--- src/rtl/jump_control_sequencer_if.sv ---
// Control bundle between the jump/branch sequencer and the datapath.
// master = sequencer side (drives strobes), slave = datapath/stimulus side.
interface jump_control_sequencer_if #(
  parameter int OPC_W = 5
);
  logic             Run;
  logic             Stop;
  logic [OPC_W-1:0] opcode;
  logic             CON;
  logic             mem_ready;

  logic PCout;
  logic MARin;
  logic Read;
  logic MDRin;
  logic PCin;
  logic IncPC;
  logic MDRout;
  logic IRin;

  logic Gra;
  logic Rout;
  logic Rin;
  logic CONin;
  logic Yin;
  logic Zin;
  logic Cout;
  logic ZLOout;

  logic LinkSel;
  logic AluAdd;

  logic [3:0] step;
  logic       busy;
  logic       halted;
  logic       instr_done;
  logic       illegal;
  logic       mem_timeout;

  modport master (
    input  Run, Stop, opcode, CON, mem_ready,
    output PCout, MARin, Read, MDRin, PCin, IncPC, MDRout, IRin,
    output Gra, Rout, Rin, CONin, Yin, Zin, Cout, ZLOout,
    output LinkSel, AluAdd,
    output step, busy, halted, instr_done, illegal, mem_timeout
  );

  modport slave (
    output Run, Stop, opcode, CON, mem_ready,
    input  PCout, MARin, Read, MDRin, PCin, IncPC, MDRout, IRin,
    input  Gra, Rout, Rin, CONin, Yin, Zin, Cout, ZLOout,
    input  LinkSel, AluAdd,
    input  step, busy, halted, instr_done, illegal, mem_timeout
  );
endinterface

--- src/rtl/jump_control_sequencer.sv ---
// Hardwired fetch/execute control-step sequencer for jr, jal, branch, nop and halt.
// Strobes are Moore-decoded from the state; only mem_ready, CON and opcode gate them.
//
//   state  | meaning
//   IDLE   | no strobes, waiting for Run
//   T0     | PC -> MAR
//   T1     | memory read; waits for mem_ready, PC+1 on completion
//   T2     | MDR -> IR
//   T3     | decode and first execute step
//   T4     | jal: jump to Ra / br: PC -> Y
//   T5     | br: Z <- Y + C
//   T6     | br: PC <- Z when CON
//   HALTED | halt executed; left only through Reset
module jump_control_sequencer #(
  parameter int               OPC_W    = 5,
  parameter logic [OPC_W-1:0] BR_OPC   = OPC_W'(5'b10010),
  parameter logic [OPC_W-1:0] JR_OPC   = OPC_W'(5'b10011),
  parameter logic [OPC_W-1:0] JAL_OPC  = OPC_W'(5'b10100),
  parameter logic [OPC_W-1:0] NOP_OPC  = OPC_W'(5'b11001),
  parameter logic [OPC_W-1:0] HALT_OPC = OPC_W'(5'b11010),
  parameter int               MAX_WAIT = 15,
  parameter int               WAIT_W   = 4
) (
  input logic                       Clock,
  input logic                       Reset,
  jump_control_sequencer_if.master  ctl
);

  typedef enum logic [3:0] {
    S_IDLE   = 4'd0,
    S_T0     = 4'd1,
    S_T1     = 4'd2,
    S_T2     = 4'd3,
    S_T3     = 4'd4,
    S_T4     = 4'd5,
    S_T5     = 4'd6,
    S_T6     = 4'd7,
    S_HALTED = 4'd8
  } state_t;

  state_t              state_q, state_d;
  logic [WAIT_W-1:0]   wait_q, wait_d;
  logic                br_q, br_d;
  logic                timeout_q, timeout_d;
  state_t              boundary_next;

  always_ff @(posedge Clock or posedge Reset) begin
    if (Reset) begin
      state_q   <= S_IDLE;
      wait_q    <= '0;
      br_q      <= 1'b0;
      timeout_q <= 1'b0;
    end else begin
      state_q   <= state_d;
      wait_q    <= wait_d;
      br_q      <= br_d;
      timeout_q <= timeout_d;
    end
  end

  // Stop is only honoured on the step that completes an instruction.
  assign boundary_next = ctl.Stop ? S_IDLE : S_T0;

  always_comb begin
    state_d    = state_q;
    wait_d     = '0;
    br_d       = br_q;
    timeout_d  = timeout_q;

    ctl.PCout      = 1'b0;
    ctl.MARin      = 1'b0;
    ctl.Read       = 1'b0;
    ctl.MDRin      = 1'b0;
    ctl.PCin       = 1'b0;
    ctl.IncPC      = 1'b0;
    ctl.MDRout     = 1'b0;
    ctl.IRin       = 1'b0;
    ctl.Gra        = 1'b0;
    ctl.Rout       = 1'b0;
    ctl.Rin        = 1'b0;
    ctl.CONin      = 1'b0;
    ctl.Yin        = 1'b0;
    ctl.Zin        = 1'b0;
    ctl.Cout       = 1'b0;
    ctl.ZLOout     = 1'b0;
    ctl.LinkSel    = 1'b0;
    ctl.AluAdd     = 1'b0;
    ctl.instr_done = 1'b0;
    ctl.illegal    = 1'b0;

    case (state_q)
      S_IDLE: begin
        if (ctl.Run) state_d = S_T0;
      end

      S_T0: begin
        ctl.PCout = 1'b1;
        ctl.MARin = 1'b1;
        state_d   = S_T1;
      end

      S_T1: begin
        ctl.Read  = 1'b1;
        ctl.MDRin = 1'b1;
        if (ctl.mem_ready) begin
          ctl.PCin  = 1'b1;
          ctl.IncPC = 1'b1;
          state_d   = S_T2;
        end else if (wait_q == WAIT_W'(MAX_WAIT)) begin
          // Abandon the fetch with PC untouched; the flag stays until Reset.
          timeout_d = 1'b1;
          state_d   = S_IDLE;
        end else begin
          wait_d = wait_q + 1'b1;
        end
      end

      S_T2: begin
        ctl.MDRout = 1'b1;
        ctl.IRin   = 1'b1;
        state_d    = S_T3;
      end

      S_T3: begin
        br_d = (ctl.opcode == BR_OPC);
        if (ctl.opcode == JR_OPC) begin
          ctl.Gra        = 1'b1;
          ctl.Rout       = 1'b1;
          ctl.PCin       = 1'b1;
          ctl.instr_done = 1'b1;
          state_d        = boundary_next;
        end else if (ctl.opcode == JAL_OPC) begin
          ctl.PCout   = 1'b1;
          ctl.Rin     = 1'b1;
          ctl.LinkSel = 1'b1;
          state_d     = S_T4;
        end else if (ctl.opcode == BR_OPC) begin
          ctl.Gra   = 1'b1;
          ctl.Rout  = 1'b1;
          ctl.CONin = 1'b1;
          state_d   = S_T4;
        end else if (ctl.opcode == NOP_OPC) begin
          ctl.instr_done = 1'b1;
          state_d        = boundary_next;
        end else if (ctl.opcode == HALT_OPC) begin
          // Halt takes priority over a coincident Stop.
          ctl.instr_done = 1'b1;
          state_d        = S_HALTED;
        end else begin
          ctl.illegal    = 1'b1;
          ctl.instr_done = 1'b1;
          state_d        = boundary_next;
        end
      end

      S_T4: begin
        if (br_q) begin
          ctl.PCout = 1'b1;
          ctl.Yin   = 1'b1;
          state_d   = S_T5;
        end else begin
          ctl.Gra        = 1'b1;
          ctl.Rout       = 1'b1;
          ctl.PCin       = 1'b1;
          ctl.instr_done = 1'b1;
          state_d        = boundary_next;
        end
      end

      S_T5: begin
        ctl.Cout   = 1'b1;
        ctl.AluAdd = 1'b1;
        ctl.Zin    = 1'b1;
        state_d    = S_T6;
      end

      S_T6: begin
        ctl.ZLOout     = 1'b1;
        ctl.PCin       = ctl.CON;
        ctl.instr_done = 1'b1;
        state_d        = boundary_next;
      end

      S_HALTED: begin
        state_d = S_HALTED;
      end

      default: begin
        state_d = S_IDLE;
      end
    endcase
  end

  assign ctl.step        = state_q;
  assign ctl.busy        = (state_q != S_IDLE) && (state_q != S_HALTED);
  assign ctl.halted      = (state_q == S_HALTED);
  assign ctl.mem_timeout = timeout_q;

endmodule

--- src/flat_wrapper.sv ---
// flat-port wrapper written by rule: the top's interface ports become plain ports
module jump_control_sequencer_flat 
#(
  parameter int               OPC_W    = 5,
  parameter logic [OPC_W-1:0] BR_OPC   = OPC_W'(5'b10010),
  parameter logic [OPC_W-1:0] JR_OPC   = OPC_W'(5'b10011),
  parameter logic [OPC_W-1:0] JAL_OPC  = OPC_W'(5'b10100),
  parameter logic [OPC_W-1:0] NOP_OPC  = OPC_W'(5'b11001),
  parameter logic [OPC_W-1:0] HALT_OPC = OPC_W'(5'b11010),
  parameter int               MAX_WAIT = 15,
  parameter int               WAIT_W   = 4
)
  (Clock, Reset, ctl_Run, ctl_Stop, ctl_opcode, ctl_CON, ctl_mem_ready, ctl_PCout, ctl_MARin, ctl_Read, ctl_MDRin, ctl_PCin, ctl_IncPC, ctl_MDRout, ctl_IRin, ctl_Gra, ctl_Rout, ctl_Rin, ctl_CONin, ctl_Yin, ctl_Zin, ctl_Cout, ctl_ZLOout, ctl_LinkSel, ctl_AluAdd, ctl_step, ctl_busy, ctl_halted, ctl_instr_done, ctl_illegal, ctl_mem_timeout);
  jump_control_sequencer_if #(.OPC_W(OPC_W)) ctl_i ();
  input logic Clock;
  input logic Reset;
  input wire logic [$bits(ctl_i.Run)-1:0] ctl_Run;
  input wire logic [$bits(ctl_i.Stop)-1:0] ctl_Stop;
  input wire logic [$bits(ctl_i.opcode)-1:0] ctl_opcode;
  input wire logic [$bits(ctl_i.CON)-1:0] ctl_CON;
  input wire logic [$bits(ctl_i.mem_ready)-1:0] ctl_mem_ready;
  output wire logic [$bits(ctl_i.PCout)-1:0] ctl_PCout;
  output wire logic [$bits(ctl_i.MARin)-1:0] ctl_MARin;
  output wire logic [$bits(ctl_i.Read)-1:0] ctl_Read;
  output wire logic [$bits(ctl_i.MDRin)-1:0] ctl_MDRin;
  output wire logic [$bits(ctl_i.PCin)-1:0] ctl_PCin;
  output wire logic [$bits(ctl_i.IncPC)-1:0] ctl_IncPC;
  output wire logic [$bits(ctl_i.MDRout)-1:0] ctl_MDRout;
  output wire logic [$bits(ctl_i.IRin)-1:0] ctl_IRin;
  output wire logic [$bits(ctl_i.Gra)-1:0] ctl_Gra;
  output wire logic [$bits(ctl_i.Rout)-1:0] ctl_Rout;
  output wire logic [$bits(ctl_i.Rin)-1:0] ctl_Rin;
  output wire logic [$bits(ctl_i.CONin)-1:0] ctl_CONin;
  output wire logic [$bits(ctl_i.Yin)-1:0] ctl_Yin;
  output wire logic [$bits(ctl_i.Zin)-1:0] ctl_Zin;
  output wire logic [$bits(ctl_i.Cout)-1:0] ctl_Cout;
  output wire logic [$bits(ctl_i.ZLOout)-1:0] ctl_ZLOout;
  output wire logic [$bits(ctl_i.LinkSel)-1:0] ctl_LinkSel;
  output wire logic [$bits(ctl_i.AluAdd)-1:0] ctl_AluAdd;
  output wire logic [$bits(ctl_i.step)-1:0] ctl_step;
  output wire logic [$bits(ctl_i.busy)-1:0] ctl_busy;
  output wire logic [$bits(ctl_i.halted)-1:0] ctl_halted;
  output wire logic [$bits(ctl_i.instr_done)-1:0] ctl_instr_done;
  output wire logic [$bits(ctl_i.illegal)-1:0] ctl_illegal;
  output wire logic [$bits(ctl_i.mem_timeout)-1:0] ctl_mem_timeout;
  assign ctl_i.Run = ctl_Run;
  assign ctl_i.Stop = ctl_Stop;
  assign ctl_i.opcode = ctl_opcode;
  assign ctl_i.CON = ctl_CON;
  assign ctl_i.mem_ready = ctl_mem_ready;
  assign ctl_PCout = ctl_i.PCout;
  assign ctl_MARin = ctl_i.MARin;
  assign ctl_Read = ctl_i.Read;
  assign ctl_MDRin = ctl_i.MDRin;
  assign ctl_PCin = ctl_i.PCin;
  assign ctl_IncPC = ctl_i.IncPC;
  assign ctl_MDRout = ctl_i.MDRout;
  assign ctl_IRin = ctl_i.IRin;
  assign ctl_Gra = ctl_i.Gra;
  assign ctl_Rout = ctl_i.Rout;
  assign ctl_Rin = ctl_i.Rin;
  assign ctl_CONin = ctl_i.CONin;
  assign ctl_Yin = ctl_i.Yin;
  assign ctl_Zin = ctl_i.Zin;
  assign ctl_Cout = ctl_i.Cout;
  assign ctl_ZLOout = ctl_i.ZLOout;
  assign ctl_LinkSel = ctl_i.LinkSel;
  assign ctl_AluAdd = ctl_i.AluAdd;
  assign ctl_step = ctl_i.step;
  assign ctl_busy = ctl_i.busy;
  assign ctl_halted = ctl_i.halted;
  assign ctl_instr_done = ctl_i.instr_done;
  assign ctl_illegal = ctl_i.illegal;
  assign ctl_mem_timeout = ctl_i.mem_timeout;
  jump_control_sequencer #(.OPC_W(OPC_W), .BR_OPC(BR_OPC), .JR_OPC(JR_OPC), .JAL_OPC(JAL_OPC), .NOP_OPC(NOP_OPC), .HALT_OPC(HALT_OPC), .MAX_WAIT(MAX_WAIT), .WAIT_W(WAIT_W)) u_core (.Clock(Clock), .Reset(Reset), .ctl(ctl_i));
endmodule
--- config.mk ---
export PLATFORM = sky130hd
export DESIGN_NAME = jump_control_sequencer_flat
export DESIGN_NICKNAME = d
export VERILOG_FILES = /design/src/rtl/jump_control_sequencer_if.sv /design/src/rtl/jump_control_sequencer.sv /design/src/flat_wrapper.sv
export SDC_FILE = /design/constraint.sdc
export NUM_CORES = 1
export LEC_CHECK = 0
export CAP_MARGIN = 20
export CORE_MARGIN = 4
export CORE_UTILIZATION = 43
export CTS_BUF_LIST = sky130_fd_sc_hd__clkbuf_4 sky130_fd_sc_hd__clkbuf_8 sky130_fd_sc_hd__clkbuf_16
export CTS_CLUSTER_SIZE = 12
export DETAILED_ROUTE_END_ITERATION = 12
export PLACE_DENSITY = 0.84
export SETUP_SLACK_MARGIN = 0.3
export SLEW_MARGIN = 10
export SYNTH_ARGS = -nofsm -noshare
export SYNTH_HDL_FRONTEND = slang
export SYNTH_SLANG_ARGS = --single-unit
--- constraint.sdc ---
create_clock -name Clock -period 3.23 [get_ports Clock]
set_input_delay 0.646 -clock Clock [delete_from_list [all_inputs] [get_ports Clock]]
set_output_delay 0.646 -clock Clock [all_outputs]
set_load 0.005 [all_outputs]
Yosys cells after proc, flatten, opt, wreduce, memory -nomap -nowiden --
Cells that the tools add are included.
Word-level totals: bits of input ports 11, bits in registers 10, latch bits 0, output and inout bits 27, memories 0, RAM bits 0, word-level logic and storage cells 74, memory bits (read-only) 0
Operators by class: shift-type cells 0, add/sub/neg operators 1, reduce and logical (&&, ||, !) cells 5, bitwise gates (word level) 1, div/mod/pow operators 0, eq/ne operators 17, multiply operators 0, mux-type cells 46, $lt $le $gt $ge 0
Operators by type and width (number):
- 4-bit 2-to-1 mux | 12
- 4-bit one-hot mux with 9 select lines | 1
- 1-bit 2-to-1 mux | 29
- 5-bit equality test (second input constant) | 5
- 4-bit by 3-bit equality test with 1-bit output (second input constant) | 4
- 4-bit by 2-bit equality test with 1-bit output (second input constant) | 2
- 4-bit equality test (second input constant) | 2
- 1-bit one-hot mux with 3 select lines | 2
- 4-bit by 1-bit adder with 4-bit output (second input constant) | 1
- 4-bit by 1-bit equality test with 1-bit output (second input constant) | 1
- 4-bit logical NOT | 1
- 4-bit != test (second input constant) | 1
- 1-bit one-hot mux with 4 select lines | 1
- 4-bit nonzero test | 1
- 3-bit by 2-bit != test with 1-bit output (second input constant) | 1
- 3-bit AND reduction | 1
- 2-bit != test (second input constant) | 1
- 1-bit one-hot mux with 2 select lines | 1
- 2-bit AND reduction | 1
- 1-bit logical AND | 1
- 1-bit inverter | 1

Logic depth before layout (Yosys ltp) --
Gate-level depths: netlist of the first run.
word-level depth 7, mapped depth 7, mapped depth without buffers 4

Least setup slack after synthesis of the first run --
Ideal clock, no wire load.
kind input to output, start point input ctl_opcode[3], end point output ctl_Rout, data required time 2584 ps, cell stages on the path 5, path buffers 2, path slack 735 ps, data arrival time 1849 ps, cells stage by stage clkbuf_1 or3b_2 or3_1 nand2_1 buf_4
Between the ends: longest elaborated chain between the ends 5, elaborated cells between the ends (all ways) 7, classes of those cells 3 x eq/ne; 4 x mux
RTL lines:
- start, declared | RTL line flat_wrapper.sv:19 | input wire logic [$bits(ctl_i.opcode)-1:0] ctl_opcode;
- 5-bit equality test | RTL line jump_control_sequencer.sv:137 | end else if (ctl.opcode == BR_OPC) begin
- 1-bit 2-to-1 mux (2 in series)
- 1-bit 2-to-1 mux (*)
- 1-bit one-hot mux with 2 select lines (*)
- end, declared | RTL line flat_wrapper.sv:31 | output wire logic [$bits(ctl_i.Rout)-1:0] ctl_Rout;
Mark *: on every way between the ends. The rest lies on a longest branch, timed or not.

Worst setup path after layout of the first run --
start point input ctl_opcode[1], end point output ctl_instr_done
Between the ends: longest elaborated chain between the ends 5, elaborated cells between the ends (all ways) 7, classes of those cells 3 x eq/ne; 4 x mux
RTL lines:
- 5-bit equality test | RTL line jump_control_sequencer.sv:137
- 1-bit 2-to-1 mux | RTL line jump_control_sequencer.sv:137
- 1-bit 2-to-1 mux | RTL line jump_control_sequencer.sv:132 | end else if (ctl.opcode == JAL_OPC) begin
- 1-bit 2-to-1 mux (*) | RTL line jump_control_sequencer.sv:126 | if (ctl.opcode == JR_OPC) begin
- 1-bit one-hot mux with 3 select lines (*) | RTL line jump_control_sequencer.sv:91 | case (state_q)
- end, declared | RTL line flat_wrapper.sv:43 | output wire logic [$bits(ctl_i.instr_done)-1:0] ctl_instr_done;
Marked as above.

==> reports/results.ini, run 1 <==
[global_route]
grt_max_degree=18
grt_overflow=0
antenna_found_initial=0
grt_pass1_vias=919
grt_first_pass_wirelength_um=3900
grt.total_usage=0.195

[placement]
place.gp.congestion=0.843
dpl.cell_count=159
numPortBuffers=37
dp_slack_ns=0.0385
dp_hpwl_um=1830
placedInstanceArea_um2=1190

[critical_path]
crit_family=buffers and inverters
worstSetupEndpointType=primary output
critPathMaxFanout=2
r2r-start=u_core.ctl.step[2]
r2r_setup_slack_ns=1.37
path_cells=clkdlybuf4s50_1, or3b_4, o22ai_2, nand3_2, nand2_1, clkdlybuf4s50_1
reg2reg_to=u_core.ctl.step[0]
cp-start-kind=input port
crit_arrival_ns=2.33
reg2regPathDepth=5
slowest_stage=clkdlybuf4s50_1
worst-setup-path-type=input port to primary output
cp.required_ns=2.58
critPathMaxStageDelay_ns=0.49
critPathBufInv=2
crit_top_cell=clkdlybuf4s50_1

[finish]
final_area_um2=1290
drive_above_1_share=0.171
multiInputGateArea_um2=518
final-seq-area_um2=250
fillCellCount=133
areaGrowthSynthToFinish_pct=57.7
final_common_cell=clkdlybuf4s50_1
nets=153
n_antenna_cell=0
mostFrequentLayoutCells=clkdlybuf4s50_1 (29), nand2_1 (12), dfrtp_1 (10), nor2_1 (9), buf_4 (9)
stdcell_count=165

[timing]
max_freq_ghz=0.336
relSlewSlack=0.527
fin_crit_sh=0.923
clock_skew_ns=0.000193
rsz0062_at_grt=true
maxSlewViolCount=0
finalSetupTns_ns=0
hold_viol=0
finalWorstSetupSlack_ns=0.250
period_minus_slack_ns=2.98
worstMarginPinSlew_ns=0.703
setup_viol=0

[min_path]
worstHoldStart=u_core.wait_q[0]
hold_depth=1
holdPathEnd=u_core.wait_q[0]
hold_class=flop to flop

[clocking]
cts_max_path_buffers=2
insertion_delay_ns=0.26
cts-hold-fix-buffers=0
root_buffer=clkbuf_4
cts_tree=built
path_clk_slew_ns=0.06
cts_buffers=3
htree_levels=1
cts_num_sinks=10

[synth]
netlist_area_um2=816
synth_seq_cells=10
synthTopCellsByArea=dfrtp_1 (31%), buf_4 (5.5%), nand2_1 (5.5%)
netlist.area_leader.share=0.307
synth_edf_count=0
yosysTopAreaCell=dfrtp_1
synthFlopType=dfrtp_1
ys_warn_count=0
seq_area_frac_synth=0.307
async_reset_ff_frac=1.00
postSynthCellCount=103
synth_nets=115
syn_avg_cell_area_um2=7.92
synth_cell_types=37

[detailed_routing]
num_vias=905
post_drt_wl_per_cell_um=14.5
wirelength_um=2390
via_per_inst=5.48
drc=0
ant_nets=0
dr.pass1.iters=5
drt_iter0_markers=22

[die]
initial_core_util=0.462
fp.dieArea_um2=2660
core_um2=1760
die_x_um=51.6
die_y_um=51.6
io_pins=38
core.rowCount=15

[pwr]
powerDensity_nw_per_um2=610
power_w=0.000785
p_leak_nw=0.624
switching_power_w=0.000298
max-vdd-ir-drop_v=0.000424
switching_share=0.380
p_clk_frac=0.139
pwr-share-comb=0.635
seq_power_share=0.225
p_int_w=0.000487

[flow_run]
maxCapViolations=0

[run_status]
status=finished clean

-- cells by family after synthesis --
kind of cell	after synthesis	share of synthesized area
AND/OR/NAND/NOR	52	0.347
AO/OA/AOI/OAI	19	0.170
buffers and inverters	17	0.117
flip-flops	10	0.307
XOR/XNOR	3	0.0322
multiplexers	1	0.0123
adder cells (fa/ha/maj)	1	0.0153
-- cells in the mapped netlist, types with 2 or more instances --
cell / number
nand2_1: 12
dfrtp_1: 10
nor2_1: 9
buf_4: 6
nand2b_1: 6
clkbuf_1: 5
nor3_1: 5
inv_1: 4
and2_1: 3
nand3_1: 3
nor4_1: 3
o21ai_0: 3
o22ai_1: 3
xor2_1: 3
a21oi_1: 2
nand3b_1: 2
nor2b_1: 2
o22a_1: 2
or3_1: 2
-- power by group through the flow --
| stage | Clock [W] | Sequential [W] | Combinational, W |
|---|---|---|---|
| after floorplan | 0 | 0.000177 | 0.000272 |
| after global routing | 0.000119 | 0.000179 | 0.000543 |
| after CTS | 0.000113 | 0.000176 | 0.000497 |
| after detailed placement | 0 | 0.000177 | 0.000486 |
| after global placement | 0 | 0.000174 | 0.000476 |
| final | 0.000109 | 0.000177 | 0.000499 |
-- metal layers --
| metal | wire [µm] | track usage | vias up |
|---|---|---|---|
| li1 | - | - | 433 |
| met1 | 933 | 0.222 | 423 |
| met2 | 1220 | 0.328 | 37 |
| met3 | 117 | 0.0458 | 12 |
| met4 | 114 | 0.118 | 0 |
| met5 | 0 | 0 | - |
-- state kept, by name, indices dropped and copies added, names as in the netlist --
signal	flops
u_core.br_q	1
u_core.ctl.step	4
u_core.ctl.mem_timeout	1
u_core.wait_q	4
-- metrics by stage --
stage          hold slack (ns)  utilization
2_1_floorplan            0.432            -
5_1_grt                  0.504        0.729
3_5_place_dp             0.469        0.674
6_report                 0.475        0.729
4_1_cts                  0.477        0.723
3_3_place_gp             0.447        0.674
-- worst register-to-register path, stage by stage, from the launching register on --
cell and delay, ns:
dfrtp_1 0.38, buf_4 0.17, nand2b_1 0.19, nor4_1 0.55, nand2_1 0.26, o311a_1 0.18
-- area by class of cell --
type,count,area share
multi-input cells,76,0.403
repair buffers,46,0.339
flip-flops and latches,10,0.195
clock buffers,4,0.0282
well taps,25,0.0243
inverters,4,0.0117
-- what timing repair did --
| item | CTS | global route |
|---|---|---|
| pin swaps | 2 | 1 |
| setup endpoints to repair | 9 | 6 |
| setup buffers | 2 | 0 |
| gates resized for setup | 14 | 3 |
-- worst max-delay path by stage --
stage                   from        endpoint  slack [ns]  cells after the start
3_5_place_dp   ctl_opcode[1]         ctl_Gra        0.04                      5
2_1_floorplan  ctl_opcode[3]        ctl_Rout        0.73                      5
4_1_cts        ctl_opcode[1]  ctl_instr_done        0.27                      7
5_1_grt        ctl_opcode[1]  ctl_instr_done        0.20                      6
3_3_place_gp   ctl_opcode[1]        ctl_Rout        0.07                      5
6_report       ctl_opcode[1]  ctl_instr_done        0.25                      6
No activity file was read; power rests on OpenSTA's default activity.
==> run 2, diff against run 1 <==
--- a/config.mk
+++ b/config.mk
@@ -12,6 +12,7 @@
 export CTS_CLUSTER_SIZE = 12
 export DETAILED_ROUTE_END_ITERATION = 12
 export PLACE_DENSITY = 0.84
+export REMOVE_ABC_BUFFERS = 1
 export SETUP_SLACK_MARGIN = 0.3
 export SLEW_MARGIN = 10
 export SYNTH_ARGS = -nofsm -noshare
==> run 2 against run 1 <==
- global-route usage grew 0.69 points
- first-iteration DRC count is 27% higher
- sequential power barely moved
- critical path type unchanged
- wire length is 0.54% lower
- worst setup slack better by 0.17 ns
- clock-buffer cell count down 1
- die area did not move
- via count decreased by 1.4%
- clock skew barely moved
- sequential share of layout area grew 0.27 points
- register-to-register slack better by 0.14 ns
==> reports/results.ini, run 2 (same netlist as run 1, synthesis figures left out) <==
[run_status]
status=finished clean

[critical_path]
slowest_stage=clkdlybuf4s50_1
path_cells=clkdlybuf4s50_1, or3b_4, or3_4, nand2_1, dlygate4sd2_1
cp-start-kind=input port
critPathBufInv=2  ; unchanged
worstSetupEndpointType=primary output
worst-setup-path-type=input port to primary output
critPathMaxStageDelay_ns=0.47  ; -0.02 ns
crit_family=simple AND/OR/NAND/NOR gates
critPathMaxFanout=3  ; +1
cp.required_ns=2.58  ; about the same
crit_arrival_ns=2.17  ; -0.16 ns

[min_path]
hold_class=flop to flop

[pwr]
max-vdd-ir-drop_v=0.000340  ; -20%
powerDensity_nw_per_um2=591  ; -3.2%
p_leak_nw=0.645  ; +3.2%

[placement]
place.gp.congestion=0.810  ; -3.9%
numPortBuffers=37  ; unchanged
dp_hpwl_um=1830  ; +0.22%

[timing]
relSlewSlack=0.613  ; +0.0860
rsz0062_at_grt=false
max_freq_ghz=0.355  ; +5.9%
maxSlewViolCount=0  ; unchanged
worstMarginPinSlew_ns=0.576  ; -0.128 ns
period_minus_slack_ns=2.81  ; -0.167 ns
finalSetupTns_ns=0  ; unchanged
setup_viol=0  ; unchanged
fin_hold_ws_ns=0.471  ; -0.00386 ns
fin_crit_sh=0.871  ; -0.0517
clock_skew_ns=0.000620  ; +0.000427 ns
hold_viol=0  ; unchanged

[detailed_routing]
dr.pass1.iters=4  ; -1
ant_nets=0  ; unchanged
drc=0  ; unchanged
post_drt_wl_per_cell_um=14.5  ; about the same
num_vias=892  ; -1.4%
via_per_inst=5.44  ; -0.84%
drt_iter0_markers=28  ; +27%
wirelength_um=2380  ; -0.54%

[finish]
drive_above_1_share=0.173  ; +0.00123
final-seq-area_um2=250  ; unchanged
nets=153  ; unchanged
n_antenna_cell=0  ; unchanged
final_common_cell=clkdlybuf4s50_1
post-route-util=0.719  ; -0.00993
mostFrequentLayoutCells=clkdlybuf4s50_1 (26), nand2_1 (12), dfrtp_1 (10), nor2_1 (9), buf_4 (9)
multiInputGateArea_um2=518  ; unchanged
areaGrowthSynthToFinish_pct=55.5
fillCellCount=154  ; +16%

[global_route]
grt_first_pass_wirelength_um=3950  ; +1.2%
antenna_found_initial=0  ; unchanged
grt_overflow=0  ; unchanged
grt_max_degree=18  ; unchanged
grt_pass1_vias=928  ; +0.98%
grt.total_usage=0.202  ; +0.00692

[die]
core.rowCount=15  ; unchanged
core_um2=1760  ; unchanged
die_x_um=51.6  ; unchanged
io_pins=38  ; unchanged
fp.dieArea_um2=2660  ; unchanged
initial_core_util=0.462  ; unchanged
die_y_um=51.6  ; unchanged

[clocking]
cts-hold-fix-buffers=0  ; unchanged
cts_max_path_buffers=2  ; unchanged
insertion_delay_ns=0.27  ; about the same
cts_num_sinks=10  ; unchanged
cts_buffers=3  ; unchanged
path_clk_slew_ns=0.06  ; about the same
cts_tree=built
htree_levels=1  ; unchanged
root_buffer=clkbuf_4

[flow_run]
maxCapViolations=0  ; unchanged

## run 2: cell types whose count changed in the layout (fill, tap and decap cells not counted)
cell,change
a211oi_1,-1
clkbuf_2,+1
nand3_2,-1
clkdlybuf4s50_1,-3
clkbuf_8,-1
dlygate4sd2_1,+1
nand3_1,+1
dlymetal6s2s_1,+1
a211oi_2,+1
## run 2: per-stage QoR
step / cell area (µm²) / setup WS, ns / power (W) / std cells
after CTS: 1260 / 0.302 / 0.000748 / 164
after global routing: 1270 / 0.357 / 0.000813 / 164
after floorplan: 736 / 0.856 / 0.000399 / 90
after detailed placement: 1190 / 0.0309 / 0.000663 / 159
after global placement: 1190 / 0.0734 / 0.000653 / 159
final: 1270 / 0.417 / 0.000750 / 164
## run 2: worst paths after layout
kind	from	endpoint	slack [ns]	depth (start not counted)
max	ctl_opcode[1]	ctl_Rout	0.42	5
min	u_core.wait_q[0]	u_core.wait_q[0]	0.47	1
max reg2reg	u_core.ctl.step[2]	u_core.ctl.step[0]	1.51	5
min reg2reg	u_core.wait_q[0]	u_core.wait_q[0]	0.47	1
max in group asynchronous	Reset	u_core.br_q	2.32	2
min in group asynchronous	Reset	u_core.wait_q[0]	0.64	2
## run 2: where the power goes
part	total [W]	switching (W)	internal, W
Clock	0.0000860	0.0000429	0.0000431
Combinational	0.000488	0.000231	0.000258
Sequential	0.000175	0.0000227	0.000152
Total	0.000750	0.000296	0.000453
## run 2: routing by layer
| layer | track usage | share of wire | routed length, µm |
|---|---|---|---|
| met4 | 0.0742 | 0.011 | 27 |
| met5 | 0 | 0 | 0 |
| met1 | 0.205 | 0.39 | 930 |
| met3 | 0.0602 | 0.043 | 103 |
| met2 | 0.383 | 0.55 | 1310 |
## run 2: final cells by class
cell class / count / area share
clock buffers: 3 / 0.0178
inverters: 4 / 0.0118
multi-input cells: 76 / 0.408
flip-flops and latches: 10 / 0.197
well taps: 25 / 0.0247
repair buffers: 46 / 0.340
## run 2: timing repair
item	4_1_cts	5_1_grt
buffers inserted	2	0
gates cloned	0	0
gates resized for setup	15	7
endpoints found under the setup margin	9	6
pin swaps	3	1
==> run 3, diff against run 2 <==
--- a/config.mk
+++ b/config.mk
@@ -6,6 +6,7 @@
 export NUM_CORES = 1
 export LEC_CHECK = 0
 export CAP_MARGIN = 20
+export CORE_ASPECT_RATIO = 0.9
 export CORE_MARGIN = 4
 export CORE_UTILIZATION = 43
 export CTS_BUF_LIST = sky130_fd_sc_hd__clkbuf_4 sky130_fd_sc_hd__clkbuf_8 sky130_fd_sc_hd__clkbuf_16
==> run 3 against run 2 <==
- worst setup slack got worse by 0.12 ns
- combinational power increased by 0.8%
- wire length increased by 4.2%
- first-iteration DRC count increased by 7.1%
- sequential share of layout area decreased by 0.40 points
- register-to-register slack got worse by 0.07 ns
- die area about the same
- hold slack got worse by 0.0046 ns
- clock skew increased by 0.0011 ns
- fmax decreased by 4.2%
==> reports/results.ini, run 3 (same netlist as run 1, synthesis figures left out) <==
[timing]
maxSlewViolCount=0  ; unchanged
period_minus_slack_ns=2.94  ; +0.125 ns
rsz0062_at_grt=true
worstMarginPinSlew_ns=0.662  ; +0.0866 ns
setup_viol=0  ; unchanged
clock_skew_ns=0.00169  ; +0.00107 ns
relSlewSlack=0.554  ; -0.0583
fin_crit_sh=0.910  ; +0.0386
finalSetupTns_ns=0  ; unchanged
hold_viol=0  ; unchanged
max_freq_ghz=0.340  ; -4.2%

[detailed_routing]
num_vias=921  ; +3.3%
wirelength_um=2480  ; +4.2%
drt_iter0_markers=30  ; +7.1%
dr.pass1.iters=4  ; unchanged
ant_nets=0  ; unchanged
via_per_inst=5.62  ; +3.3%
drc=0  ; unchanged
post_drt_wl_per_cell_um=15.1  ; +4.2%

[finish]
final_area_um2=1290  ; +2.1%
n_antenna_cell=0  ; unchanged
nets=153  ; unchanged
final_common_cell=clkdlybuf4s50_1
areaGrowthSynthToFinish_pct=58.7
post-route-util=0.747  ; +0.0276
mostFrequentLayoutCells=clkdlybuf4s50_1 (30), nand2_1 (12), dfrtp_1 (10), nor2_1 (9), buf_4 (9)
fillCellCount=118  ; -23%
drive_above_1_share=0.179  ; +0.00591

[min_path]
hold_class=flop to flop
hold_depth=1  ; unchanged

[pwr]
p_int_w=0.000482  ; +6.5%
switching_power_w=0.000297  ; +0.11%
max-vdd-ir-drop_v=0.000606  ; +78%
switching_share=0.381  ; -0.0146
p_clk_frac=0.144  ; +0.029
p_leak_nw=0.644  ; about the same
seq_power_share=0.225  ; -0.009
powerDensity_nw_per_um2=602  ; +1.8%
pwr-share-comb=0.631  ; -0.021

[flow_run]
maxCapViolations=0  ; unchanged

[global_route]
grt_first_pass_wirelength_um=3970  ; +0.71%
grt_pass1_vias=856  ; -7.8%
grt_max_degree=18  ; unchanged
antenna_found_initial=0  ; unchanged
grt.total_usage=0.200  ; -0.00182
grt_overflow=0  ; unchanged

[placement]
placedInstanceArea_um2=1190  ; -0.11%
numPortBuffers=37  ; unchanged
dp_hpwl_um=1800  ; -1.6%
place.gp.congestion=0.918  ; +13%

[critical_path]
crit_arrival_ns=2.29  ; +0.12 ns
slowest_stage=clkdlybuf4s50_1
reg2regPathDepth=5  ; unchanged
worst-setup-path-type=input port to primary output
worstSetupEndpointType=primary output
critPathMaxStageDelay_ns=0.49  ; +0.02 ns
crit_top_cell=clkdlybuf4s50_1
path_cells=clkdlybuf4s50_1, nand2b_4, or2_4, nor3_4, a21o_1, clkdlybuf4s50_1
critPathMaxFanout=4  ; +1
cp.required_ns=2.58  ; about the same
cp-start-kind=input port

[clocking]
cts_tree=built
path_clk_slew_ns=0.06  ; about the same
cts_num_sinks=10  ; unchanged
root_buffer=clkbuf_4
cts_buffers=3  ; unchanged
insertion_delay_ns=0.27  ; about the same
htree_levels=1  ; unchanged
cts_max_path_buffers=2  ; unchanged

[die]
core.rowCount=14  ; -1
core_um2=1730  ; -1.7%
io_pins=38  ; unchanged
die_x_um=53.9  ; +4.6%
fp.dieArea_um2=2660  ; about the same
initial_core_util=0.470  ; +0.00801
die_y_um=49.3  ; -4.3%

[run_status]
status=finished clean

-- run 3: cell types whose count changed in the layout (fill, tap and decap cells not counted) --
cell,before,now
clkdlybuf4s50_1,26,30
nand3_2,0,1
clkbuf_2,1,0
nand3_1,3,2
clkbuf_8,0,1
dlygate4sd2_1,7,4
-- run 3: power by group through the flow --
stage               Sequential, W  Combinational [W]  Clock (W)
floorplan                0.000210           0.000188          0
global placement         0.000174           0.000473          0
detailed placement       0.000176           0.000484          0
CTS                      0.000174           0.000491   0.000112
global route             0.000179           0.000542   0.000118
finish                   0.000175           0.000492   0.000112
-- run 3: per-layer routing --
metal | up-vias | part of all wire | global-route usage
met5 | - | 0 | 0
met2 | 43 | 0.49 | 0.315
met1 | 436 | 0.42 | 0.255
li1 | 432 | - | -
met3 | 10 | 0.063 | 0.0428
met4 | 0 | 0.031 | 0.0894
-- run 3: worst max-delay path: cells and delay by family --
family / cells / cell delay [ns]
AOI/OAI and AO/OA: 1 / 0.10
buffers and inverters: 2 / 0.94
and+or+nand+nor: 3 / 0.59
-- run 3: final cells by class --
class	count	area, µm²	area share
flip-flops and latches	10	250	0.193
clock buffers	4	36.3	0.0280
well taps	24	30.0	0.0232
repair buffers	46	440	0.340
multi-input cells	76	523	0.404
inverters	4	15.0	0.0116
-- run 3: path summary, 6_finish.rpt --
| path | startpoint | end | slack, ns |
|---|---|---|---|
| max | ctl_opcode[0] | ctl_PCout | 0.29 |
| min | u_core.wait_q[0] | u_core.wait_q[0] | 0.47 |
| max reg2reg | u_core.ctl.step[2] | u_core.ctl.step[0] | 1.44 |
| min reg2reg | u_core.wait_q[0] | u_core.wait_q[0] | 0.47 |
| max in group asynchronous | Reset | u_core.ctl.step[1] | 2.30 |
| min in group asynchronous | Reset | u_core.ctl.step[3] | 0.65 |
-- run 3: metrics by stage --
| step | setup WS, ns | hold slack, ns | power (W) | instances |
|---|---|---|---|---|
| floorplan | 0.856 | 0.432 | 0.000399 | 90 |
| global placement | 0.0511 | 0.444 | 0.000647 | 158 |
| detailed placement | 0.0475 | 0.456 | 0.000659 | 158 |
| CTS | 0.138 | 0.465 | 0.000778 | 164 |
| global route | 0.239 | 0.491 | 0.000838 | 164 |
| finish | 0.292 | 0.466 | 0.000779 | 164 |
-- run 3: what timing repair did --
action                                  4_1_cts  5_1_grt
gates cloned                                  0        0
hold buffers                                  0        0
endpoints found under the setup margin        9        5
pin swaps                                     3        1
endpoints found under the hold margin         0        0
setup buffers                                 2        0
resized for setup                            13        4
